### config.mk
export PLATFORM = sky130hd
export DESIGN_NAME = memory_arbiter
export DESIGN_NICKNAME = d
export VERILOG_FILES = /design/src/rtl/cpu_types_pkg.sv /design/src/rtl/memory_arbiter_access_timer.sv /design/src/rtl/memory_arbiter.sv
export SDC_FILE = /design/constraint.sdc
export NUM_CORES = 1
export LEC_CHECK = 0
export ABC_AREA = 1
export CAP_MARGIN = 20
export CORE_MARGIN = 10
export CORE_UTILIZATION = 26
export DETAILED_ROUTE_END_ITERATION = 10
export PLACE_DENSITY = 0.88
export SYNTH_ARGS = -nofsm -noshare
export SYNTH_HDL_FRONTEND = slang
export SYNTH_HIERARCHICAL = 1
export SYNTH_SLANG_ARGS = --single-unit
### constraint.sdc
create_clock -name CLK -period 4.6 [get_ports CLK]
set_clock_uncertainty 0.1 [all_clocks]
set_input_delay 0.69 -clock CLK [delete_from_list [all_inputs] [get_ports CLK]]
set_output_delay 0.69 -clock CLK [all_outputs]
set_load 0.01 [all_outputs]
### src/rtl/cpu_types_pkg.sv
// Shared CPU types: data word, RAM handshake state, arbiter FSM state.
// Also holds the default RAM wait timeout used by the memory arbiter.
package cpu_types_pkg;

    typedef logic [31:0] word_t;

    typedef enum logic [1:0] {
        FREE   = 2'd0,
        BUSY   = 2'd1,
        ACCESS = 2'd2,
        ERROR  = 2'd3
    } ramstate_t;

    typedef enum logic [1:0] {
        IDLE  = 2'd0,
        DSERV = 2'd1,
        ISERV = 2'd2,
        FAULT = 2'd3
    } state_t;

    localparam int MEM_TIMEOUT = 16;

endpackage

### src/rtl/memory_arbiter_access_timer.sv
// Saturating RAM wait counter for the memory arbiter.
// expired flags the cycle in which the count reaches TIMEOUT.
module access_timer
    import cpu_types_pkg::*;
#(
    parameter int TIMEOUT = MEM_TIMEOUT
) (
    input  logic CLK,
    input  logic nRST,
    input  logic clear,
    input  logic enable,
    output logic expired
);

    localparam int W = $clog2(TIMEOUT + 1);
    localparam logic [W-1:0] LIMIT    = W'(TIMEOUT);
    localparam logic [W-1:0] LIMIT_M1 = W'(TIMEOUT - 1);

    logic [W-1:0] r_count;

    // Count waiting cycles, clear while not serving, hold at the limit.
    always_ff @(posedge CLK or negedge nRST) begin
        if (!nRST) begin
            r_count <= '0;
        end else if (clear) begin
            r_count <= '0;
        end else if (enable && (r_count != LIMIT)) begin
            r_count <= r_count + W'(1);
        end
    end

    // Expired when this waiting cycle takes the count to the limit.
    assign expired = (r_count == LIMIT) ||
                     (enable && (r_count == LIMIT_M1));

endmodule

### src/rtl/memory_arbiter.sv
// Single-port RAM arbiter between instruction fetch and data access.
// Data wins ties; timeouts and RAM errors lock into FAULT until reset.
module memory_arbiter
    import cpu_types_pkg::*;
#(
    parameter int TIMEOUT = MEM_TIMEOUT
) (
    input  logic      CLK,
    input  logic      nRST,
    input  logic      iREN,
    input  word_t     iaddr,
    input  logic      dREN,
    input  logic      dWEN,
    input  word_t     daddr,
    input  word_t     dstore,
    output logic      ihit,
    output logic      dhit,
    output word_t     iload,
    output word_t     dload,
    output logic      ramREN,
    output logic      ramWEN,
    output word_t     ramaddr,
    output word_t     ramstore,
    input  word_t     ramload,
    input  ramstate_t ramstate,
    output logic      mem_err
);

    state_t r_state;
    state_t w_next;
    logic   w_dreq;
    logic   w_serving;
    logic   w_waiting;
    logic   w_clear;
    logic   w_expired;

    assign w_dreq    = dREN | dWEN;
    assign w_serving = (r_state == DSERV) || (r_state == ISERV);
    assign w_waiting = w_serving && (ramstate != ACCESS);
    assign w_clear   = !w_serving;

    access_timer #(
        .TIMEOUT(TIMEOUT)
    ) u_timer (
        .CLK    (CLK),
        .nRST   (nRST),
        .clear  (w_clear),
        .enable (w_waiting),
        .expired(w_expired)
    );

    // State register.
    always_ff @(posedge CLK or negedge nRST) begin
        if (!nRST) begin
            r_state <= IDLE;
        end else begin
            r_state <= w_next;
        end
    end

    // Next state: a dropped request abandons, then error, hit, timeout.
    always_comb begin
        w_next = r_state;
        unique case (r_state)
            IDLE: begin
                if (w_dreq) begin
                    w_next = DSERV;
                end else if (iREN) begin
                    w_next = ISERV;
                end
            end
            DSERV: begin
                if (!w_dreq) begin
                    w_next = IDLE;
                end else if (ramstate == ERROR) begin
                    w_next = FAULT;
                end else if (ramstate == ACCESS) begin
                    w_next = IDLE;
                end else if (w_expired) begin
                    w_next = FAULT;
                end
            end
            ISERV: begin
                if (!iREN) begin
                    w_next = IDLE;
                end else if (ramstate == ERROR) begin
                    w_next = FAULT;
                end else if (ramstate == ACCESS) begin
                    w_next = IDLE;
                end else if (w_expired) begin
                    w_next = FAULT;
                end
            end
            FAULT: begin
                w_next = FAULT;
            end
        endcase
    end

    // RAM strobes, hit pulses and returned data for the current state.
    always_comb begin
        ramREN   = 1'b0;
        ramWEN   = 1'b0;
        ramaddr  = '0;
        ramstore = '0;
        ihit     = 1'b0;
        dhit     = 1'b0;
        iload    = '0;
        dload    = '0;
        mem_err  = 1'b0;
        unique case (r_state)
            IDLE: begin
            end
            DSERV: begin
                ramaddr  = daddr;
                ramREN   = dREN;
                ramWEN   = dWEN;
                ramstore = dstore;
                if (w_dreq && (ramstate == ACCESS)) begin
                    dhit  = 1'b1;
                    dload = ramload;
                end
            end
            ISERV: begin
                ramaddr = iaddr;
                ramREN  = 1'b1;
                if (iREN && (ramstate == ACCESS)) begin
                    ihit  = 1'b1;
                    iload = ramload;
                end
            end
            FAULT: begin
                mem_err = 1'b1;
            end
        endcase
    end

endmodule

==> results of run 1 <==
metrics by stage:
stage / cell area, um^2 / worst slack (ns) / std cells
after floorplan: 1821 / 2.391 / 367
after global placement: 4497 / 1.196 / 713
after detailed placement: 4497 / 1.132 / 713
after CTS: 4542 / 0.9652 / 717
after global routing: 4542 / 0.8024 / 717
final: 4542 / 0.9823 / 717
worst paths after layout:
| check | end | slack, ns | startpoint |
|---|---|---|---|
| setup / recovery | dload[20] | 0.98 | r_state[1] |
| hold / removal | r_state[1] | 0.45 | r_state[1] |
| setup reg to reg | r_state[1] | 2.36 | r_state[0] |
| hold reg to reg | r_state[1] | 0.45 | r_state[1] |
| max in group asynchronous | r_state[0] | 3.53 | nRST |
| min in group asynchronous | u_timer/r_count[2] | 0.63 | nRST |
area by class of cell:
| cell class | instances | area [um^2] |
|---|---|---|
| fillers | 566 | 2252 |
| inverters | 81 | 310.3 |
| multi-input cells | 259 | 1196 |
| clock buffers | 4 | 45.04 |
| flip-flops and latches | 7 | 175.2 |
| repair buffers | 270 | 2695 |
| well taps | 96 | 120.1 |
kinds of logic (layout without fill, tap and decap cells):
logic type | Yosys count | in the layout | synth area share [%]
and+or+nand+nor | 217 | 217 | 50.52
adders and majority gates | 8 | 8 | 5.499
AOI/OAI and AO/OA | 33 | 33 | 9.072
buffers and inverters | 101 | 355 | 24.81
DFF | 7 | 7 | 9.622
xor gates and xnor gates | 1 | 1 | 0.4812
flip-flops by register name, indices dropped and copies added, names as in the netlist:
| register | flops |
|---|---|
| r_state | 2 |
| u_timer/r_count | 5 |
synth_stat cells, types with 3 or more instances:
library cell,number,area [um^2]
nor2_2,10,62.56
nor2_1,66,247.7
a21oi_1,33,165.2
nand4_1,4,25.02
buf_4,4,30.03
buf_2,5,25.02
nand2_1,120,450.4
ha_1,8,100.1
inv_1,77,289.0
clkbuf_1,4,15.01
nand3_1,11,55.05
nand3_4,3,52.55
dfrtp_1,7,175.2
buf_6,6,67.56
metal layers:
| metal | wire [um] | part of all wire (%) |
|---|---|---|
| met1 | 4306 | 36 |
| met2 | 6330 | 53 |
| met3 | 1141 | 9.6 |
| met4 | 168 | 1.4 |
| met5 | 0 | 0 |
critical path: stages (launching register included):
cell and delay (ns):
dfrtp_1 0.40, inv_1 0.15, ha_2 0.71, nand3_4 0.49, nor2_1 0.25, clkdlybuf4s50_1 0.58
power by group:
part           switching [uW]  internal (uW)  total [uW]  leakage (uW)
sequential               19.8           79.2        99.0     0.0000925
clock                    25.3           59.8        85.2     0.0000228
combinational             805            712        1520       0.00203
==> impl_metrics.json, run 1 <==
{
  "drt-wirelength-per-cell_um": 16.66,
  "cap_viol_max_count": 0,
  "grt_busiest_layer": "met2",
  "synth-async-reset-ratio_pct": 100.0,
  "yosys_warnings": 6,
  "die_h_um": 103.7,
  "htree_levels": 1,
  "nets": 765,
  "synth-edff-count": 0,
  "layout_common_cells": "clkdlybuf4s50_1, nand2_1, inv_1",
  "cts_tree": "built",
  "fin_hold_ws_ns": 0.4529,
  "gp_congestion": 0.9111,
  "synth_flop_cell": "dfrtp_1",
  "drtIter0Drc": 97,
  "io_buffers": 267,
  "r2r.worst_path.cells": 13,
  "finalHoldViolCount": 0,
  "clk_pin_slew_ns": 0.04,
  "max_freq_mhz": 276.4,
  "clock_latency_ns": 0.22,
  "final.setup.tns_ns": 0,
  "start_util_pct": 26.80,
  "cts_hold_buf": 0,
  "drv_slew": 0,
  "netlist_instances": 367,
  "die_w_um": 103.7,
  "worstPathArrival_ns": 2.83,
  "dp_hpwl_um": 10670,
  "drive_above_1_share_pct": 4.187,
  "finalPower_uw": 1701,
  "postSynthAreaPerCell_um2": 4.960,
  "worstMarginPinSlew_ns": 0.7655,
  "numClockSinks": 7,
  "drtPass1Iterations": 4,
  "crit_fanout": 41,
  "postCtsSetupBuffers": 0,
  "whs_path_depth": 2,
  "grt_util_met3_pct": 6.815,
  "grt_max_degree": 42,
  "crit_type": "flip-flop to output pin",
  "slew_headroom_pct": 48.97,
  "use_met2_pct": 40.00,
  "cp-end-kind": "output pin",
  "syn_nets": 510,
  "layout_commonest_cell": "clkdlybuf4s50_1",
  "crit_required_ns": 3.81,
  "overflow": 0,
  "area_growth_pct": 149.5,
  "finalCoreUtilization_pct": 66.85,
  "synth_cell_type_count": 23,
  "hold_path.class": "flip-flop to flip-flop",
  "grt_pass1_vias": 3010,
  "antenna_found_initial": 0,
  "irDropWorstVdd_uv": 256.7,
  "cts_made_buffers": 3,
  "track_usage_pct": 20.26,
  "antenna_cells": 0,
  "rsz0062_at_grt": "no",
  "drt-total-wl_um": 11950,
  "ctsResizeCount": 0,
  "worstSetupStartpointType": "flip-flop",
  "pin_count": 268,
  "grt_first_pass_wirelength_um": 17610,
  "use_met1_pct": 19.58,
  "ant_nets": 0,
  "power_density_nw_per_um2": 374.6,
  "ys_seq_area_share_pct": 9.622,
  "die-area_um2": 10750,
  "rows": 30,
  "outcome": "completed",
  "finalSetupViolCount": 0,
  "vias": 3099,
  "clock-root-buffer": "clkbuf_8",
  "p_leak_uw": 0.002148,
  "min_period_over_period_pct": 78.65,
  "drcViolationCount": 0,
  "synth_area_um2": 1820,
  "synth_seq_cells": 7,
  "clockBufferDepth": 2,
  "period_needed_ns": 3.618,
  "coreArea_um2": 6794,
  "vias_per_cell": 4.322
}
Power figures use the tool's default switching activity.
==> run 2: changes to the inputs <==
Settings changed: CORE_ASPECT_RATIO set to 1.75, CORE_UTILIZATION 26 to 22, PLACE_DENSITY 0.88 to 0.8.
Clock period 4.6 ns to 2.93 ns, I/O delays scaled along.
==> run 2 against run 1 <==
Against the previous run:
- routed wire length increased by 14%
- sequential cell count stayed put
- design area rose by 2.0%
- power increased by 69%
- final cell count shrank 0.14%
- combinational power rose by 63%
- setup slack worse by 0.92 ns
- non-clock buffer count is 1 higher
- die area is 16% higher
- sequential power rose by 58%
- count of clock-buffer cells in the layout stayed put
- via count rose by 2.9%
==> impl_metrics.json, run 2 (synthesized netlist as in run 1, its figures left out) <==
{
  "outcome": "completed",
  "drtPass1Iterations": 6,
  "drive_above_1_share_pct": 4.494,
  "swShare_pct": 49.08,
  "gp_congestion": 0.9247,
  "power_density_nw_per_um2": 620.3,
  "p_leak_uw": 0.002181,
  "crit_fanout": 16,
  "grt_max_degree": 67,
  "worstMarginPinSlew_ns": 0.4368,
  "clock_latency_ns": 0.24,
  "htree_levels": 1,
  "pwr-share-comb_pct": 86.4,
  "vias_per_cell": 4.455,
  "crit_type": "input pin to output pin",
  "area_growth_pct": 154.4,
  "drcViolationCount": 0,
  "max_freq_mhz": 349.0,
  "rows": 43,
  "cts_tree": "built",
  "cap_viol_max_count": 0,
  "drtIter0Drc": 127,
  "io_buffers": 267,
  "seqPwrFrac_pct": 5.4,
  "cp-end-kind": "output pin",
  "clockBufferDepth": 2,
  "hold_path.class": "input pin to async pin",
  "track_usage_pct": 19.89,
  "largest_reg_flops": 5,
  "nets": 767,
  "rsz0062_at_grt": "no",
  "drt-total-wl_um": 13600,
  "numClockSinks": 7,
  "placed_cells": 708,
  "worstSetupStartpointType": "input pin",
  "clock-root-buffer": "clkbuf_16",
  "layout_commonest_cell": "clkdlybuf4s50_1",
  "r2r_slack_ns": 0.92,
  "die_w_um": 88.77,
  "grt_first_pass_wirelength_um": 18990,
  "instances_no_fill": 716,
  "layout_common_cells": "clkdlybuf4s50_1, nand2_1, inv_1",
  "drt-wirelength-per-cell_um": 19.00,
  "pin_count": 268,
  "num-fill-cells": 748,
  "coreArea_um2": 8016,
  "drv_slew": 0,
  "irDropWorstVdd_uv": 943.2,
  "largest_registers": "u_timer/r_count x5, r_state x2",
  "grt_pass1_vias": 3015,
  "finalHoldViolCount": 0,
  "antenna_found_initial": 3,
  "worstPathArrival_ns": 2.33,
  "min_period_over_period_pct": 97.79,
  "die-area_um2": 12460,
  "vias": 3190,
  "intPower_uw": 1463,
  "ant_nets": 0,
  "slew_headroom_pct": 70.77,
  "power_frac_clock_pct": 8.2,
  "period_needed_ns": 2.865,
  "regMostFlops": "u_timer/r_count",
  "dp_hpwl_um": 11700,
  "clk_pin_slew_ns": 0.04,
  "final.setup.tns_ns": 0,
  "overflow": 0,
  "crit_required_ns": 2.39,
  "die_h_um": 140.3,
  "finalSetupViolCount": 0,
  "start_util_pct": 22.71,
  "cts_made_buffers": 3,
  "ctsResizeCount": 0,
  "switchingPower_uw": 1410
}
==> run 2: cell count changes in the layout (fill, tap and decap cells not counted), sizes merged <==
| cell | delta |
|---|---|
| diode | +3 |
| buf | +1 |
| nand3 | +1 |
==> run 2: critical path: stages <==
cell and delay (ns):
clkdlybuf4s50_1 0.47, inv_2 0.04, or2_4 0.25, clkinv_4 0.08, nand3_2 0.28, nor2_1 0.19, clkdlybuf4s50_1 0.57
==> run 2: layout make-up <==
type	instances	area, um^2	share of cell area [%]
sequential	7	175.2	3.783
clock buffer	4	78.83	1.702
multi-input combinational	260	1206	26.05
inverter	81	310.3	6.701
antenna	3	7.507	0.1621
tap	90	112.6	2.432
timing repair buffer	271	2740	59.17
==> run 2: power groups by stage <==
stage	logic, uW	registers (uW)	clock network, uW
after floorplan	1180	149	0
after detailed placement	2500	156	0
after global routing	2680	161	247
final	2480	156	236
after CTS	2510	154	240
after global placement	2450	154	0
==> run 2: timing repair <==
item | 4_1_cts | 5_1_grt
buffers inserted | 0 | 0
hold buffers | 0 | 0
setup endpoints to repair | 0 | 8
==> run 2: stage by stage <==
step / util (%) / setup slack [ns] / total power, uW / cell area (um^2) / hold slack, ns
2_1_floorplan: - / 0.8633 / 1330 / 1821 / 0.04391
3_3_place_gp: 56.56 / 0.1328 / 2601 / 4534 / 0.4343
3_5_place_dp: 56.56 / 0.04154 / 2656 / 4534 / 0.4448
4_1_cts: 57.55 / 0.04128 / 2908 / 4613 / 0.3805
5_1_grt: 57.76 / 0.003491 / 3093 / 4631 / 0.3957
6_report: 57.76 / 0.06487 / 2873 / 4631 / 0.3748
==> run 2: routing by layer <==
| layer | GRT usage, % | wire [um] | vias to the layer above |
|---|---|---|---|
| li1 | - | - | 1580 |
| met1 | 19.52 | 4467 | 1430 |
| met2 | 36.38 | 7175 | 154 |
| met3 | 6.039 | 1565 | 26 |
| met4 | 8.554 | 396 | 0 |
| met5 | 0 | 0 | - |
==> run 2: worst paths after layout <==
path                              from            endpoint  cells after the start
hold reg to reg             r_state[1]          r_state[1]                      2
setup reg to reg            r_state[0]          r_state[1]                     12
setup / recovery           ramstate[1]           iload[22]                      7
min in group CLK            r_state[1]          r_state[1]                      2
max in group asynchronous         nRST  u_timer/r_count[0]                      1
hold / removal                    nRST  u_timer/r_count[2]                      1
==> run 3: changes to the inputs <==
Settings changed: HOLD_SLACK_MARGIN set to 0.15.
==> results of run 3 <==
No change in the layout: final DEF, timing and power equal those of run 2.
==> RTL edit: new RTL, settings of run 1 <==
The package constant `MEM_TIMEOUT` goes from 16 to 32.
--- a/src/rtl/cpu_types_pkg.sv
+++ b/src/rtl/cpu_types_pkg.sv
@@ -18,7 +18,7 @@
         FAULT = 2'd3
     } state_t;
 
-    localparam int MEM_TIMEOUT = 16;
+    localparam int MEM_TIMEOUT = 32;
 
 endpackage
 
Formal check against the unedited RTL: no difference found for any inputs over 10 cycles, from zero or initial values and one cycle with nRST low; that may be too few to reach the edited logic, so the function may still have changed.
==> RTL edit against run 1 <==
Routed wire length is 6.4% higher. Setup slack better by 0.18 ns. Synthesized area is 3.1% higher. Critical endpoint is now dload[6]. Register-to-register slack hardly changed. Sequential cell count is 1 higher. Total power is 1.5% higher. Critical path type is now in2out. Final area is 1.2% higher. Largest power group unchanged.
==> RTL edit: results (changes against run 1) <==
num sequential 8 (+1); vias in the first global route 3202 (+6.4%); DP HPWL 11300 um (+6.0%); syn nets 519 (+1.8%); Slew @ Worst Pin 0.454 ns (-0.311 ns); layout cells sized above 1 4.29% (+0.099 points); Clock power frac 4.7% (-0.3 points); Area contributors post-synth nand2_1 25%, inv_1 16%, nor2_1 13%; Inserted Diodes 0 (unchanged); Crit path arrival time 2.65 ns (-0.18 ns); compound-cell area share of the yosys netlist 10.2% (+1.1 points); Clk Latency, worst-skew pair 0.22 ns (about the same); maximum clock path buffer count 2 (unchanged); P_sw 0.868 mW (+2.0%); top flop regs u_timer/r_count: 6 flops, r_state: 2 flops; most instantiated cells after synthesis 125 x nand2_1, 81 x inv_1, 64 x nor2_1; first-pass GRT wire length 18900 um (+7.2%); sequential cell area fraction in the yosys report 10.7% (+1.0 points); largest net degree at the start of global routing 48 (+14%); XOR/XNOR share of the synthesized area 0.467% (-0.014 points); Max VDD drop 0.340 mV (+33%); NonClk Buf Share 58.7% (-0.68 points); Place WS 1.14 ns (+0.00495 ns); Final Net Count 774 (+1.2%); leakage power 2.18 nW (+1.7%); Distinct cells, synth 27 (+17%); Clk Tree Root Cell clkbuf_8; final-layout fill cell count 599 (+5.8%); Sequential Power Share 6.2% (+0.4 points); CP delay by family, top buffers and inverters; multi-input logic area 0.00121 mm^2 (+1.5%); Worst Path Max Fanout 33 (-20%); bufs w/o clock 270 (unchanged); FFs w/ async S/R, synth 100% (unchanged); Synth Area in Adders 4.67% (-0.83 points); invs w/o clock 85 (+4.9%); mux cell area share after synthesis 0% (unchanged); H-Tree Depth 1 (unchanged); CP max stage delay 0.57 ns (-0.14 ns); post-cts resize count 0 (unchanged); multi-input gates 264 (+1.9%); status complete, no violations; WL/cell 17.5 um (+5.1%); critical path's slowest cell clkdlybuf4s50_1; GRT Total Usage 21.1% (+0.87 points); DR iter-0 viols 146 (+51%); Syn. warnings 6 (unchanged); Placer Congestion 0.908 (-0.30%); Clock buf/inv share 0.899% (-0.093 points); Final TNS setup 0 ns (unchanged); via-per-instance ratio 4.39 (+1.7%); Post-synth top flop dfrtp_1; clkbuf count 3 (-1); number of port buffers 267 (unchanged); Hold Crit Class reg2reg; drt first pass iters 4 (unchanged); Seq area share 4.36% (+0.50 points); CTS clk-pin slew, worst paths 0.04 ns (about the same)
RTL edit: metal layers:
layer / global-route usage (%) / up-vias / share of wire, % / wire [um]
li1: - / 1594 / - / -
met4: 5.98 / 0 / 2.3 / 291
met1: 21.0 / 1403 / 37 / 4670
met5: 0 / - / 0 / 0
met2: 40.8 / 175 / 53 / 6680
met3: 6.70 / 18 / 8.5 / 1080
RTL edit: path summary, 6_finish.rpt:
check	start	to	slack, ns	depth (start not counted)
worst max-delay path	ramstate[1]	dload[6]	1.16	7
worst min-delay path	u_timer/r_count[0]$_DFFE_PN0P_	u_timer/r_count[0]$_DFFE_PN0P_	0.43	2
worst max register to register	r_state[0]$_DFFE_PN0P_	r_state[0]$_DFFE_PN0P_	2.36	12
worst min register to register	u_timer/r_count[0]$_DFFE_PN0P_	u_timer/r_count[0]$_DFFE_PN0P_	0.43	2
max in group asynchronous	nRST	r_state[1]$_DFFE_PN0P_	3.50	1
min in group asynchronous	nRST	u_timer/r_count[4]$_DFFE_PN0P_	0.64	1
RTL edit: stage by stage:
stage / hold slack, ns / area, um^2 / cells / util, % / power [mW]
CTS: 0.432 / 4590 / 726 / 66.5 / 1.75
finish: 0.430 / 4590 / 726 / 66.5 / 1.73
floorplan: 0.294 / 1880 / 377 / - / 0.862
detailed placement: 0.423 / 4550 / 723 / 65.9 / 1.66
global route: 0.454 / 4590 / 726 / 66.5 / 1.87
global placement: 0.411 / 4550 / 723 / 65.9 / 1.63
RTL edit: worst min-delay path: cells and delay by family, from the launching register on:
| kind | cells | cell delay [ns] |
|---|---|---|
| simple gates | 2 | 0.12 |
| flops | 1 | 0.38 |
